File: src/rtl/div_shift_sub.sv
// div_shift_sub: sequential restoring shift-subtract divider.
// Divides a 2W-bit dividend by a W-bit divisor and resolves one quotient bit
// per clock. It uses a level start / done handshake: IDLE -> RUN -> FINISH -> IDLE.
// A zero divisor skips RUN and returns an all-ones quotient with dbz set.
module div_shift_sub #(
   parameter int W  = 16,
   parameter int CW = 6
) (
   input  logic           clk,
   input  logic           rst,
   input  logic           start,
   input  logic [2*W-1:0] dividend,
   input  logic [W-1:0]   divisor,
   output logic [2*W-1:0] quotient,
   output logic [W-1:0]   remainder,
   output logic           dbz,
   output logic           busy,
   output logic           done
);

   typedef enum logic [1:0] {
      S_IDLE   = 2'd0,
      S_RUN    = 2'd1,
      S_FINISH = 2'd2
   } state_t;

   localparam logic [CW-1:0] LAST_ITER = CW'(2*W-1);

   state_t         r_state;
   state_t         w_state_nxt;

   // Working registers. The partial remainder is always < D after each step,
   // so only its low W bits need storing; the compare itself is W+1 bits wide.
   logic [2*W-1:0] r_n;
   logic [2*W-1:0] r_q;
   logic [W-1:0]   r_d;
   logic [W-1:0]   r_p;
   logic [CW-1:0]  r_cnt;

   // Result registers, updated only on entry into FINISH
   logic [2*W-1:0] r_quot;
   logic [W-1:0]   r_rem;
   logic           r_dbz;

   logic [W:0]     w_t;
   logic [W-1:0]   w_diff;
   logic           w_ge;
   logic [W-1:0]   w_p_nxt;
   logic [2*W-1:0] w_q_nxt;
   logic           w_last;
   logic           w_div_zero;

   // One restoring step: bring down the next dividend bit, then trial-subtract.
   // When T >= D the true difference is < D, so a W-bit subtract is exact.
   assign w_t        = {r_p, r_n[2*W-1]};
   assign w_ge       = (w_t >= {1'b0, r_d});
   assign w_diff     = w_t[W-1:0] - r_d;
   assign w_p_nxt    = w_ge ? w_diff : w_t[W-1:0];
   assign w_q_nxt    = {r_q[2*W-2:0], w_ge};
   assign w_last     = (r_cnt == LAST_ITER);
   assign w_div_zero = (divisor == '0);

   assign busy      = (r_state == S_RUN);
   assign done      = (r_state == S_FINISH);
   assign quotient  = r_quot;
   assign remainder = r_rem;
   assign dbz       = r_dbz;

   // State register
   always_ff @(posedge clk) begin
      if (rst) begin
         r_state <= S_IDLE;
      end else begin
         r_state <= w_state_nxt;
      end
   end

   // Next-state logic; FINISH waits for start to drop so there is no auto-restart
   always_comb begin
      w_state_nxt = r_state;
      case (r_state)
         S_IDLE: begin
            if (start) begin
               w_state_nxt = w_div_zero ? S_FINISH : S_RUN;
            end
         end
         S_RUN: begin
            if (w_last) begin
               w_state_nxt = S_FINISH;
            end
         end
         S_FINISH: begin
            if (!start) begin
               w_state_nxt = S_IDLE;
            end
         end
         default: w_state_nxt = S_IDLE;
      endcase
   end

   // Datapath: operand capture in IDLE, one iteration per RUN cycle, result load
   always_ff @(posedge clk) begin
      if (rst) begin
         r_n    <= '0;
         r_q    <= '0;
         r_d    <= '0;
         r_p    <= '0;
         r_cnt  <= '0;
         r_quot <= '0;
         r_rem  <= '0;
         r_dbz  <= 1'b0;
      end else begin
         case (r_state)
            S_IDLE: begin
               if (start) begin
                  if (w_div_zero) begin
                     r_quot <= '1;
                     r_rem  <= dividend[W-1:0];
                     r_dbz  <= 1'b1;
                  end else begin
                     r_n   <= dividend;
                     r_d   <= divisor;
                     r_p   <= '0;
                     r_q   <= '0;
                     r_cnt <= '0;
                  end
               end
            end
            S_RUN: begin
               r_n   <= {r_n[2*W-2:0], 1'b0};
               r_p   <= w_p_nxt;
               r_q   <= w_q_nxt;
               r_cnt <= r_cnt + CW'(1);
               if (w_last) begin
                  r_quot <= w_q_nxt;
                  r_rem  <= w_p_nxt;
                  r_dbz  <= 1'b0;
               end
            end
            default: begin
            end
         endcase
      end
   end

endmodule

File: config.mk
export PLATFORM = sky130hd
export DESIGN_NAME = div_shift_sub
export DESIGN_NICKNAME = d
export VERILOG_FILES = /design/src/rtl/div_shift_sub.sv
export SDC_FILE = /design/constraint.sdc
export NUM_CORES = 1
export LEC_CHECK = 0
export ABC_CLOCK_PERIOD_IN_PS = 6500
export CAP_MARGIN = 15
export CORE_MARGIN = 2
export CORE_UTILIZATION = 59
export CTS_CLUSTER_SIZE = 8
export DETAILED_ROUTE_END_ITERATION = 12
export PLACE_DENSITY = 0.89
export SLEW_MARGIN = 40
export SYNTH_ARGS = -nofsm -noshare
export SYNTH_HDL_FRONTEND = slang
export SYNTH_SLANG_ARGS = --single-unit
File: constraint.sdc
create_clock -name clk -period 6.5 [get_ports clk]
set_input_delay 0.975 -clock clk [delete_from_list [all_inputs] [get_ports clk]]
set_output_delay 0.975 -clock clk [all_outputs]
set_load 0.005 [all_outputs]
==> out/metrics.yaml <==
layout_setup_ws_ps: 2858
die_h_um: 112.9
fp-row-count: 39
critPathRequiredTime_ps: 6830
drt-pass1-iter-count: 9
yosys.area_share.simple_pct: 20.24
clock-sinks: 152
clk_latency_ps: 420
clockBufferDepth: 2
nets: 952
seq_power_share_pct: 33.4
synth_fp_nets: 887
hold_viol: 0
arrival_ps: 3970
pin_count: 102
p_int_mw: 2.069
worst-r2r-setup-slack_ps: 3410
grt.total_usage_pct: 29.00
final_util_pct: 75.42
grt_pass1_wl_um: 29590
htreeDepth: 4
p_per_area_nw_per_um2: 352.0
cap_violations: 0
swShare_pct: 32.34
antenna_found_initial: 0
ys_seq_area_share_pct: 43.51
initial_core_util_pct: 60.72
post_drt_via_cell_ratio: 6.071
drive_gt1_share_pct: 6.250
multi_input_area_um2: 3642
layout.area.seq_um2: 3043
synth_top_family_by_area: "simple AND/OR/NAND/NOR gates"
layout_common_cells: "dfxtp_1, nor2_1, clkdlybuf4s50_1, nor3_1, mux2i_1"
setup_tns_ps: 0
syn_avg_cell_area_um2: 8.549
core_area_um2: 11520
use_met2_pct: 45.66
period_minus_slack_ps: 3642
mostFrequentLayoutCell: "dfxtp_1"
met3_usage_pct: 8.677
crit_path_start: "divisor[0]"
vias: 6308
status: "finished with violations"
worstMarginPinSlew_ps: 815.8
syn2layout_area_growth_pct: 24.21
final-max-slew-violation-count: 0
fillCellCount: 806
port_buffers: 101
grt_max_degree: 114
period_share_pct: 56.04
worstHoldPathType: "reg -> reg"
dp_slack_ps: 2468
cts-buffers-inserted: 17
drc: 4
leakagePower_nw: 3.375
synth_area_um2: 6993
synth-compound-area-share_pct: 18.16
fin_skew_ps: 9.195
relSlewSlack_pct: 45.61
use_met1_pct: 37.88
root_buffer: "clkbuf_16"
first_iter_violations: 520
synth_xor_area_share_pct: 1.503
gp_congestion: 0.9322
cts_tree: "built"
synthAdderAreaFrac_pct: 3.328
n_antenna_cell: 0
die_x_um: 112.9
cp-start-kind: "input port"
rsz0062_at_grt: "false"
fmax_mhz: 274.5
end_kind: "register"
async_reset_ff_share_pct: 0
grt_pass1_vias: 5958
overflow: 0
violations: "design-rule violations"
combinationalPowerShare_pct: 31.2
synth.mux.area_fraction_pct: 8.302
die_area_um2: 12740
setup_viol: 0
synth_top_flop_cell: "dfxtp_1"
ys_warn_count: 0
r2r-start: "r_n[31]"
r2r-end: "remainder[12]"
ctsHoldBuffers: 0
p_switching_uw: 989.0
syn_inst: 818
path_class: "in -> reg"
postCtsSetupBuffers: 0
top_usage_layer: "met2"
p_clk_share_pct: 35.4
clk_pin_slew_worst_paths_ps: 60
synth-seq-cells: 152
routed_wl_um: 18250
worstSetupEndpoint: "remainder[3]"
ant_nets: 0
hpwl_um: 11680
cts.repair.resized: 0
reg2reg_depth: 10
routedWlPerCell_um: 17.56
synth_edf_count: 0
synth_cell_types: 60
irDropWorstVdd_mv: 0.1847
path_max_fanout: 54
[kinds of logic after synthesis]
logic type	after synthesis
xor gates and xnor gates	12
and+or+nand+nor	313
buffers and inverters	86
AOI/OAI and AO/OA	179
muxes	58
adders and majority gates	18
DFF	152
[cells in the mapped netlist, drive strengths merged (6+ instances only)]
cell	instances	share of area (%)
mux2i	58	8.3
nor3	71	5.1
nand3	8	0.57
o21ai	25	1.8
nor4	7	0.63
ha	17	3.0
xnor2	6	0.75
a21oi	37	2.8
dfxtp	152	44
xor2	6	0.75
a21o	16	1.7
inv	23	1.2
nand2	43	2.3
nor2	146	7.8
buf	17	1.2
a211oi	41	4.7
a22oi	31	3.3
and3	6	0.54
clkbuf	46	2.5
[stage by stage]
stage                     hold WS [ps]  instances  power, mW  cell area (um2)
after global placement           443.1       1005      1.895             7999
after global routing             492.7       1039      3.172             8686
after CTS                        454.2       1039      3.035             8682
after floorplan                  435.1        818      1.719             6993
final                            460.0       1039      3.058             8686
after detailed placement         446.2       1007      1.948             8028
[worst min path at each step]
stage	from	endpoint	slack, ps	cells after the start
2_1_floorplan	r_p[10]	r_p[10]	440	2
3_3_place_gp	remainder[6]	remainder[6]	440	2
3_5_place_dp	remainder[4]	remainder[4]	450	2
4_1_cts	remainder[4]	remainder[4]	450	2
5_1_grt	remainder[5]	remainder[5]	490	2
6_report	remainder[5]	remainder[5]	460	2
[registers in the layout (all words and copies together), names as in the netlist]
register / flops
quotient: 32
r_state: 2
r_d: 16
dbz: 1
r_q: 31
r_n: 32
r_p: 16
r_cnt: 6
remainder: 16
[layout make-up]
class	count	share of cell area, %
multi-input combinational	580	41.93
sequential	152	35.03
timing repair buffer	109	12.43
clock buffer	20	5.258
clock inverter	12	2.276
tap	143	2.060
inverter	23	1.008
[power groups by stage]
stage / clock network, mW / registers [mW] / logic, mW
2_1_floorplan: 0 / 1.03 / 0.693
3_3_place_gp: 0 / 1.04 / 0.857
3_5_place_dp: 0 / 1.04 / 0.909
4_1_cts: 1.09 / 1.02 / 0.928
5_1_grt: 1.13 / 1.03 / 1.02
6_report: 1.08 / 1.02 / 0.953
[worst max-delay path, stage by stage]
cell	delay, ps
clkdlybuf4s50_1	420
nor4_1	500
nand4_1	310
or3b_1	520
a21oi_4	130
buf_4	480
o21ai_0	250
a21o_1	210
a21oi_1	160
[per-layer routing]
| layer | vias up | share of wire [%] |
|---|---|---|
| met4 | 0 | 2.5 |
| li1 | 3041 | - |
| met3 | 46 | 7.9 |
| met5 | - | 0 |
| met1 | 2982 | 43 |
| met2 | 239 | 46 |
No activity file was read; power rests on OpenSTA's default activity.
